===== src/rtl/count_uart_tx.sv =====
// 8N1 UART transmitter for the free-running count value: a frame is sent on each
// count change or host request, with one pending slot and a sticky overrun flag.
module count_uart_tx #(
   parameter int CLK_DIV = 16
) (
   input  logic       clk,
   input  logic       rst_n,
   input  logic       ena,
   input  logic [7:0] count_in,
   input  logic       send_req,
   output logic       tx,
   output logic       busy,
   output logic       overrun
);

   localparam int BW = (CLK_DIV > 1) ? $clog2(CLK_DIV) : 1;
   localparam logic [BW-1:0] BAUD_LAST = BW'(CLK_DIV - 1);

   typedef enum logic [1:0] {IDLE, START, DATA, STOP} state_t;

   state_t        state_reg, state_next;
   logic          tx_reg, tx_next;
   logic [7:0]    prev_count_reg;
   logic          pend_valid_reg, pend_valid_next;
   logic [7:0]    pend_data_reg, pend_data_next;
   logic [7:0]    shreg_reg, shreg_next;
   logic [BW-1:0] baud_cnt_reg, baud_cnt_next;
   logic [2:0]    bit_idx_reg, bit_idx_next;
   logic          overrun_reg, overrun_next;

   logic trigger;
   logic baud_last;
   logic frame_end;

   assign trigger   = ena & ((count_in != prev_count_reg) | send_req);
   assign baud_last = (baud_cnt_reg == BAUD_LAST);
   assign frame_end = (state_reg == STOP) && baud_last;

   always_ff @(posedge clk or negedge rst_n) begin
      if (!rst_n) begin
         state_reg      <= IDLE;
         tx_reg         <= 1'b1;
         prev_count_reg <= 8'h00;
         pend_valid_reg <= 1'b0;
         pend_data_reg  <= 8'h00;
         shreg_reg      <= 8'h00;
         baud_cnt_reg   <= '0;
         bit_idx_reg    <= 3'd0;
         overrun_reg    <= 1'b0;
      end else begin
         state_reg      <= state_next;
         tx_reg         <= tx_next;
         prev_count_reg <= count_in;
         pend_valid_reg <= pend_valid_next;
         pend_data_reg  <= pend_data_next;
         shreg_reg      <= shreg_next;
         baud_cnt_reg   <= baud_cnt_next;
         bit_idx_reg    <= bit_idx_next;
         overrun_reg    <= overrun_next;
      end
   end

   always_comb begin
      state_next      = state_reg;
      tx_next         = tx_reg;
      shreg_next      = shreg_reg;
      bit_idx_next    = bit_idx_reg;
      pend_valid_next = pend_valid_reg;
      pend_data_next  = pend_data_reg;
      overrun_next    = overrun_reg;
      baud_cnt_next   = (state_reg == IDLE || baud_last) ? '0 : baud_cnt_reg + 1'b1;

      case (state_reg)
         IDLE: begin
            if (trigger) begin
               shreg_next = count_in;
               tx_next    = 1'b0;
               state_next = START;
            end
         end
         START: begin
            if (baud_last) begin
               tx_next      = shreg_reg[0];
               shreg_next   = {1'b0, shreg_reg[7:1]};
               bit_idx_next = 3'd0;
               state_next   = DATA;
            end
         end
         DATA: begin
            if (baud_last) begin
               if (bit_idx_reg == 3'd7) begin
                  tx_next    = 1'b1;
                  state_next = STOP;
               end else begin
                  tx_next      = shreg_reg[0];
                  shreg_next   = {1'b0, shreg_reg[7:1]};
                  bit_idx_next = bit_idx_reg + 3'd1;
               end
            end
         end
         STOP: begin
            if (baud_last) begin
               if (pend_valid_reg) begin
                  shreg_next      = pend_data_reg;
                  pend_valid_next = 1'b0;
                  tx_next         = 1'b0;
                  state_next      = START;
               end else if (trigger) begin
                  // A trigger landing on an empty-slot stop end starts the next frame directly.
                  shreg_next = count_in;
                  tx_next    = 1'b0;
                  state_next = START;
               end else begin
                  state_next = IDLE;
               end
            end
         end
         default: state_next = IDLE;
      endcase

      // Capture into the pending slot; overrides the consume above when both happen.
      if (trigger && state_reg != IDLE && !(frame_end && !pend_valid_reg)) begin
         pend_data_next  = count_in;
         pend_valid_next = 1'b1;
         if (pend_valid_reg && !frame_end) begin
            overrun_next = 1'b1;
         end
      end
   end

   assign tx      = tx_reg;
   assign busy    = (state_reg != IDLE);
   assign overrun = overrun_reg;

endmodule


===== config.mk =====
export PLATFORM = sky130hd
export DESIGN_NAME = count_uart_tx
export DESIGN_NICKNAME = d
export VERILOG_FILES = /design/src/rtl/count_uart_tx.sv
export SDC_FILE = /design/constraint.sdc
export NUM_CORES = 1
export LEC_CHECK = 0
export CORE_ASPECT_RATIO = 0.8
export CORE_UTILIZATION = 56
export CTS_CLUSTER_DIAMETER = 150
export DETAILED_ROUTE_END_ITERATION = 8
export DONT_BUFFER_PORTS = 1
export GPL_TIMING_DRIVEN = 0
export PLACE_DENSITY = 0.7
export SLEW_MARGIN = 30
export SYNTH_ARGS = -nofsm -noshare
export SYNTH_HDL_FRONTEND = slang
export SYNTH_SLANG_ARGS = --single-unit

===== constraint.sdc =====
create_clock -name clk -period 2 [get_ports clk]
set_input_delay 0.6 -clock clk [delete_from_list [all_inputs] [get_ports clk]]
set_output_delay 0.6 -clock clk [all_outputs]
set_load 0.1 [all_outputs]

* Word-level counts from Yosys, hierarchy flattened
Index checks and enable logic that the tools add are counted.
** Cells by class
- Bitwise logic cells :: 2
- Reduce and logical (&&, ||, !) cells :: 20
- Add/sub/neg operators :: 2
- Eq/ne operators :: 12
- Multiplexer cells :: 30
** Operator list (count)
- $mux 8 :: 6
- $pmux 8 s4 :: 1
- $ne 2x2->1 const B :: 6
- $mux 1 :: 11
- $mux 2 :: 5
- $mux 3 :: 3
- $ne 8x8->1 :: 1
- $pmux 2 s4 :: 1
- $reduce_and 4->1 :: 2
- $reduce_bool 2->1 :: 4
- $pmux 3 s2 :: 1
- $logic_and 1x1->1 :: 5
- $reduce_and 5->1 :: 1
- $add 4x1->4 const B :: 1
- $eq 2x2->1 const B :: 2
- $eq 4x4->1 const B :: 1
- $mux 4 :: 1
- $pmux 1 s4 :: 1
- $reduce_and 2->1 :: 2
- $add 3x1->3 const B :: 1
- $eq 3x3->1 const B :: 1
- $logic_not 1->1 :: 3
- $reduce_and 3->1 :: 1
- $eq 2x1->1 const B :: 1
- 4 further kinds :: 4
** Storage, ports and cells
- Output and inout bits :: 3
- Logic and storage cells :: 75
- Flip-flop bits (word level) :: 36
- Input port bits :: 12

* Logic depth before layout (Yosys ltp)
Gate-level depths: netlist of the first run.
- Depth in word-level cells :: 7
- Depth in mapped cells :: 7
- Mapped depth without buffers :: 7

* Worst setup path after synthesis of the first run
No wires, ideal clock.
- Path type :: reg2reg
- From :: reg state_reg[0]
- To :: reg pend_data_reg[0]
- Slack :: -0.221 ns
- Path buffers :: 1
- Setup time :: 0.125 ns
- Arrival time :: 2.096 ns
- Data required time :: 1.875 ns
- Stages on the path, launching flop included :: 7
- Cell sequence :: dfrtp_1 inv_1 ha_1 inv_1 o211a_1 buf_6 mux2_4
** On the way
- Elaborated cells on any way between the ends :: 7
- Those cells by class :: 1 x eq/ne; 6 x reduce/logical
** RTL lines
- from (decl) :: line 21 : state_t state_reg, state_next;
- from (signal assigned) :: line 51 : state_reg <= state_next;
- $reduce_bool 2->1
- via busy :: line 12 : output logic busy,
- $logic_and 1x1->1 (2 in series) :: line 122 : if (trigger && state_reg != IDLE && !(frame_end && !pend_valid_reg)) begin
- to (signal assigned) :: line 55 : pend_data_reg <= pend_data_next;
- to (decl) :: line 25 : logic [7:0] pend_data_reg, pend_data_next;
The timed path passes the listed nets, and every way through them passes these cells.
A chain may end at the register's enable or synchronous reset.

* Final worst setup path of the first run
- From :: reg state_reg[1]
- To :: out busy
** On the way
- Longest elaborated chain between the ends :: 1
** RTL lines
- $reduce_bool 2->1 :: line 132 : assign busy = (state_reg != IDLE);
- to (decl) :: line 12
Every way passes these cells.

==> results of run 1 <==
[cell usage in the layout, fill, tap and decap left out, types with 2 or more instances in the layout]
cell / n
nand2_1: 10
a22oi_1: 7
xor2_1: 8
a22o_1: 4
a221o_1: 8
clkinv_2: 2
mux2_4: 8
nor3_4: 2
ha_1: 4
clkbuf_8: 6
buf_4: 16
a221oi_2: 2
nor2_1: 3
inv_1: 5
buf_6: 3
dfrtp_1: 34
a21oi_1: 3
nor3_1: 10
ha_4: 3
o21ai_0: 6
inv_2: 2
buf_1: 2
[worst paths after layout]
kind | slack [ps] | to | depth (start not counted)
hold / removal | 120 | bit_idx_reg[1]$_DFFE_PN0P_ | 1
setup reg to reg | -10 | pend_data_reg[5]$_DFFE_PN0P_ | 6
max in group asynchronous | 1050 | prev_count_reg[3]$_DFF_PN0_ | 1
min in group clk | 330 | prev_count_reg[6]$_DFF_PN0_ | 0
hold reg to reg | 510 | baud_cnt_reg[0]$_DFF_PN0_ | 1
setup / recovery | -30 | busy | 3
[cell families after synthesis]
family / after synthesis
AO/OA/AOI/OAI: 40
AND/OR/NAND/NOR: 33
adder cells (fa/ha/maj): 8
flip-flops: 36
XOR/XNOR: 9
multiplexers: 9
buffers and inverters: 13
[power groups by stage]
stage / clock (mW) / combinational, mW / sequential, mW
after floorplan: 0 / 0.0739 / 0.793
final: 0.532 / 0.103 / 0.785
after global routing: 0.573 / 0.113 / 0.788
after global placement: 0 / 0.0806 / 0.798
after CTS: 0.540 / 0.105 / 0.785
after detailed placement: 0 / 0.0830 / 0.798
[per-stage QoR]
step	total power, mW	util (%)	instance area, sq um
2_1_floorplan	0.867	-	1820
3_3_place_gp	0.878	60.7	1870
3_5_place_dp	0.881	60.7	1870
4_1_cts	1.43	67.4	2080
5_1_grt	1.47	71.2	2200
6_report	1.42	71.2	2200
[synth_stat cells (all sizes together)]
library cell / number / share of area (%)
a221oi: 2 / 0.97
mux2: 9 / 7.3
and3: 1 / 0.35
buf: 4 / 1.7
nor4: 1 / 1.2
a221o: 8 / 4.4
nand4b: 1 / 0.48
ha: 8 / 5.5
nand2: 10 / 2.1
a21oi: 4 / 1.1
a31o: 1 / 0.48
dfstp: 1 / 1.5
o21ai: 8 / 2.4
a22oi: 7 / 2.9
a21o: 1 / 0.42
o21bai: 1 / 0.62
xnor2: 1 / 0.48
dfrtp: 35 / 48
o211a: 1 / 0.55
xor2: 8 / 3.9
nor2: 4 / 0.97
nand3: 1 / 0.28
o22ai: 1 / 0.35
a22o: 4 / 1.9
nor3: 12 / 4.2
and2: 1 / 0.35
a31oi: 1 / 1.2
o2111a: 1 / 0.62
nor3b: 2 / 1.5
clkbuf: 1 / 0.21
inv: 8 / 1.7
[timing repair]
item / in CTS / in global routing
pin swaps: 4 / 12
setup endpoints to repair: 20 / 20
resized for setup: 6 / 11
hold buffers: 2 / 0
buffers inserted: 7 / 11
endpoints found under the hold margin: 28 / 0
[area by class of cell]
cell class                 instances  share of cell area [%]
tap                               40                    2.28
multi-input combinational         99                    41.9
timing repair buffer              19                    7.34
sequential                        36                    41.1
buffer                             5                    1.59
inverter                           8                    1.54
clock inverter                     2                   0.455
clock buffer                       6                    3.76
[metal layers]
| layer | wire length (um) | vias up | global-route usage, % |
|---|---|---|---|
| met1 | 1770 | 649 | 36.5 |
| met3 | 256 | 8 | 7.83 |
| met4 | 53 | 0 | 8.70 |
| li1 | - | 602 | - |
| met5 | 0 | - | 0 |
| met2 | 1930 | 53 | 37.5 |
==> out/metrics.cfg, run 1 <==
[yosys]
synth.mux.area_fraction_pct = 7.27
synth-seq-area-share_pct = 49.9
synth_seq_cells = 36
synth_xor_area_share_pct = 4.36
yosysWarnings = 0
synth_top_family_by_area = compound AO/OA/AOI/OAI gates
synth_fa_ha_area_share_pct = 5.54
synth.distinct_cells = 39
synth_cells = 148
syn-num-nets = 168
synth_area_sq_mm = 0.00181
yosys.area_share.simple_pct = 11.4
synth_compound_area_share_pct = 18.0
synth_area_per_cell_sq_um = 12.2

[clock_network]
htree_levels = 2
numCtsBuffers = 5
insertion_delay_ps = 290
path_clk_slew_ps = 70
cts_buffer_depth = 2
clkSinkCount = 36
cts_root_buf = clkbuf_8
cts_tree = built

[power_and_ir_drop]
power_density_mw_per_mm2 = 646
p_seq_share_pct = 55.3
pwr-share-clk_pct = 37.5
power_frac_comb_pct = 7.3
vdd_drop_max_mv = 0.552
swShare_pct = 23.4
switching_power_uw = 332
p_int_mw = 1.09
leakagePower_nw = 0.930

[layout]
syn_to_final_growth_pct = 21.7
fin_nets = 194
drive_gt1_share_pct = 33.1
seqCellArea_sq_um = 903
antenna_cells = 0
fin_cells = 215
multi_input_area_sq_um = 922
fill_cells = 201

[global_routing]
antenna_found_initial = 0
grtUsageTotal_pct = 25.8
grt_pass1_vias = 1264
grt_pass1_wl_um = 6310
grt_max_degree = 29
grt_remaining_overflow = 0

[timing]
setup_violations = 5
tns_ps = -44.7
whs_ps = 118
relSlewSlack_pct = 39.7
max_slew.worst_pin.slew_ps = 904
rsz0062_at_grt = yes
slew_violations = 0
hold_viol_final = 0
layout_setup_ws_ps = -33.2
period_minus_slack_ps = 2030
finClkSkew_ps = 5.01
fin_crit_sh_pct = 102
fmax_mhz = 492

[die]
boundaryPins = 15
initial_core_util_pct = 58.6
dieWidth_um = 65.5
die-area_sq_mm = 0.00346
core-area_sq_mm = 0.00309
die_h_um = 52.8
rows = 18

[routing]
num_vias = 1312
route.detailed.drc = 0
via_per_inst = 6.10
dr.pass1.iters = 4
ant_nets = 0
drt-total-wl_um = 4010
drt_iter0_markers = 66
drt-wirelength-per-cell_um = 18.7

[setup_path]
end_kind = primary output
worstPathCellList = inv_2 > ha_4 > clkinvlp_4
crit_path_start_kind = flip-flop
slowest_delay_ps = 460
crit_buf_inv = 2
path_class = flip-flop to primary output
path_delay_family = buffers and inverters
cp_max_fo = 4
slowest_stage = clkinvlp_4
timing.rr.start = state_reg[1]$_DFFE_PN0P_
worstPathRequired_ps = 1400
cp.arrival_ps = 1430
startpoint = state_reg[1]$_DFFE_PN0P_

[placement]
dp_hpwl_um = 2390
portBuffers = 0
dp_cells = 188
gp_congestion = 0.762
dpl_worst_slack_ps = -139

[hold_path]
worst_hold_path_type = input port to async pin

[run_status]
status = complete, but fails checks
violations = negative setup slack

[flow_run]
drv_cap = 0

(Power assumes the default switching activity.)
==> run 2: changes to the inputs <==
Settings changed: ABC_AREA from default to 1.
==> run 2 against run 1 <==
Net effect:
- the flow now finishes without violations
- flip-flop and latch count did not move
- critical path depth did not move
- core utilization fell by 5.1 points
- combinational power rose to 13 times the previous value
- clock power barely moved
- via count rose by 6.8%
- final cell count rose by 23%
- non-clock buffer count fell by 18
- hold slack improved by 15 ps
- critical endpoint unchanged
==> out/metrics.cfg, run 2 <==
[die]
die_h_um = 53.6  ; +1.4%
initial_core_util_pct = 59.5  ; +0.92 points
dieWidth_um = 66.5  ; +1.5%
rows = 18  ; unchanged
boundaryPins = 15  ; unchanged
die-area_sq_mm = 0.00356  ; +2.9%
core-area_sq_mm = 0.00313  ; +1.5%

[setup_path]
worstPathCellList = inv_2 > ha_4 > clkinvlp_4
end_kind = primary output
path_class = flip-flop to primary output
worstPathRequired_ps = 1400  ; about the same
cp.arrival_ps = 1380  ; -50 ps
cp_max_fo = 3  ; -1
crit_path_start_kind = flip-flop
slowest_delay_ps = 430  ; -30 ps
slowest_stage = clkinvlp_4

[timing]
tns_ps = 0  ; +44.7 ps
fmax_mhz = 506  ; +2.8%
slew_violations = 0  ; unchanged
rsz0062_at_grt = yes
setup_violations = 0  ; -5
finClkSkew_ps = 6.45  ; +1.43 ps
hold_viol_final = 0  ; unchanged
whs_ps = 133  ; +15.2 ps
period_minus_slack_ps = 1980  ; -55.7 ps
fin_crit_sh_pct = 98.9  ; -2.8 points
max_slew.worst_pin.slew_ps = 893  ; -10.5 ps
relSlewSlack_pct = 40.4  ; +0.70 points
layout_setup_ws_ps = 22.6  ; +55.7 ps

[routing]
num_vias = 1401  ; +6.8%
ant_nets = 0  ; unchanged
dr.pass1.iters = 4  ; unchanged
drt-total-wl_um = 3650  ; -9.0%
via_per_inst = 5.29  ; -13%
drt-wirelength-per-cell_um = 13.8  ; -26%
route.detailed.drc = 0  ; unchanged
drt_iter0_markers = 102  ; +55%

[power_and_ir_drop]
power_density_mw_per_mm2 = 1460  ; +130%
leakagePower_nw = 1.08  ; +16%
vdd_drop_max_mv = 1.04  ; +89%
power_mw = 3.03  ; +110%

[yosys]
synth.distinct_cells = 35  ; -10%
synth_fa_ha_area_share_pct = 5.38  ; -0.16 points
synth_area_sq_mm = 0.00186  ; +3.0%
synthArstFlopShare_pct = 100  ; unchanged
synth_compound_area_share_pct = 11.6  ; -6.4 points
yosysMostFrequentCell = nand2_1
synth-seq-area-share_pct = 48.5  ; -1.5 points
synth.area.top_cells = dfrtp_1 47%, nand2_1 16%, ha_1 5.4%, inv_1 4.8%, nand2_4 1.8%
syn-num-nets = 232  ; +38%
synth_xor_area_share_pct = 1.41  ; -3.0 points
yosys.area_share.simple_pct = 26.7  ; +15 points
synth_edf_count = 0  ; unchanged
yosysWarnings = 0  ; unchanged
synth_top_area_share_pct = 47.0  ; -1.4 points
synth_seq_cells = 36  ; unchanged
synth_cells = 212  ; +43%
synth_flop_cell = dfrtp_1
synth_area_per_cell_sq_um = 8.78  ; -28%
netlist_top_cells_count = 81 x nand2_1, 35 x dfrtp_1, 24 x inv_1
synth_top_family_by_area = simple AND/OR/NAND/NOR gates
synth.mux.area_fraction_pct = 0  ; -7.3 points
netlist.top_cell.by_area = dfrtp_1

[clock_network]
cts_buffer_depth = 2  ; unchanged
path_clk_slew_ps = 70  ; about the same
numCtsBuffers = 5  ; unchanged
cts_root_buf = clkbuf_8
htree_levels = 2  ; unchanged
insertion_delay_ps = 290  ; about the same
cts_tree = built
clkSinkCount = 36  ; unchanged

[global_routing]
grtUsageTotal_pct = 24.2  ; -1.6 points
grt_max_degree = 36  ; +24%
grt_remaining_overflow = 0  ; unchanged
antenna_found_initial = 0  ; unchanged
grt_pass1_vias = 1371  ; +8.5%
grt_pass1_wl_um = 6140  ; -2.6%

[placement]
dp_hpwl_um = 2670  ; +12%
gp_congestion = 0.837  ; +9.8%
portBuffers = 0  ; unchanged
dpl_worst_slack_ps = -12.1  ; +127 ps
dpl_cell_area_sq_mm = 0.00191  ; +2.1%
dp_cells = 252  ; +34%

[layout]
fin_nets = 244  ; +26%
fin_cells = 265  ; +23%
layout_commonest_cell = nand2_1
syn_to_final_growth_pct = 11.2
layout_common_cells = 81 x nand2_1, 35 x dfrtp_1, 21 x inv_1
drive_gt1_share_pct = 17.3  ; -16 points
final_cell_area_sq_mm = 0.00207  ; -5.8%
antenna_cells = 0  ; unchanged
post-route-util_pct = 66.1  ; -5.1 points

[flow_run]
drv_cap = 0  ; unchanged

[run_status]
status = complete, no violations

[hold_path]
worst_hold_path_type = input port to async pin

-- run 2: changes by cell type after synthesis, moves of 3 or more --
cell     before  now
a221o_1       8    0
a22o_1        4    1
a22oi_1       7    4
inv_1         8   24
inv_2         0    5
mux2_4        8    0
nand2_1      10   81
nand2_4       0    3
nor3_1       10    0
o21ai_1       1    6
xor2_1        8    1
-- run 2: cell type report --
cell class	count	area, sq um
Sequential cell	36	902
Timing Repair Buffer	5	50.0
Inverter	29	113
Multi-Input combinational cell	146	852
Clock inverter	2	10.0
Tap cell	40	50.0
Buffer	1	11.3
Fill cell	270	1060
Clock buffer	6	82.6
-- run 2: cells by family after synthesis --
logic type                 Yosys count
AOI/OAI and AO/OA                   32
and+or+nand+nor                    103
adders and majority gates            8
xor gates and xnor gates             3
DFF                                 36
buffers and inverters               30
-- run 2: final timing paths --
| kind | from | endpoint | slack, ps | cells past startpoint |
|---|---|---|---|---|
| max | state_reg[0]$_DFFE_PN0P_ | busy | 20 | 3 |
| max reg2reg | state_reg[1]$_DFFE_PN0P_ | shreg_reg[3]$_DFFE_PN0P_ | 150 | 8 |
| max in group asynchronous | rst_n | prev_count_reg[4]$_DFF_PN0_ | 1690 | 1 |
| min reg2reg | baud_cnt_reg[0]$_DFF_PN0_ | baud_cnt_reg[0]$_DFF_PN0_ | 470 | 1 |
| min in group clk | count_in[1] | prev_count_reg[1]$_DFF_PN0_ | 330 | 0 |
| min | rst_n | shreg_reg[7]$_DFFE_PN0P_ | 130 | 1 |
-- run 2: power by group --
part           total, mW  internal (mW)  switching (mW)
clock network      0.535          0.275           0.260
logic               1.35          0.478           0.875
registers           1.14          0.945           0.193
-- run 2: worst max-delay path: cells and delay by family, from the launching register on --
kind | cells | cell delay (ps)
adder cells (fa/ha/maj) | 1 | 160
buffers and inverters | 2 | 520
flip-flops | 1 | 400
-- run 2: routing by layer --
metal / up-vias / track usage [%] / part of all wire [%]
met5: - / 0 / 0
met4: 0 / 9.57 / 1.6
met3: 8 / 6.14 / 4.8
met2: 32 / 39.5 / 47
met1: 666 / 31.4 / 47
li1: 695 / - / -
-- run 2: timing repair --
| action | CTS | global route |
|---|---|---|
| endpoints found under the setup margin | 1 | 1 |
| setup buffers | 3 | 1 |
| pin swaps | 0 | 1 |
| endpoints found under the hold margin | 35 | 0 |
| gates resized for setup | 5 | 0 |
| hold buffers | 1 | 0 |
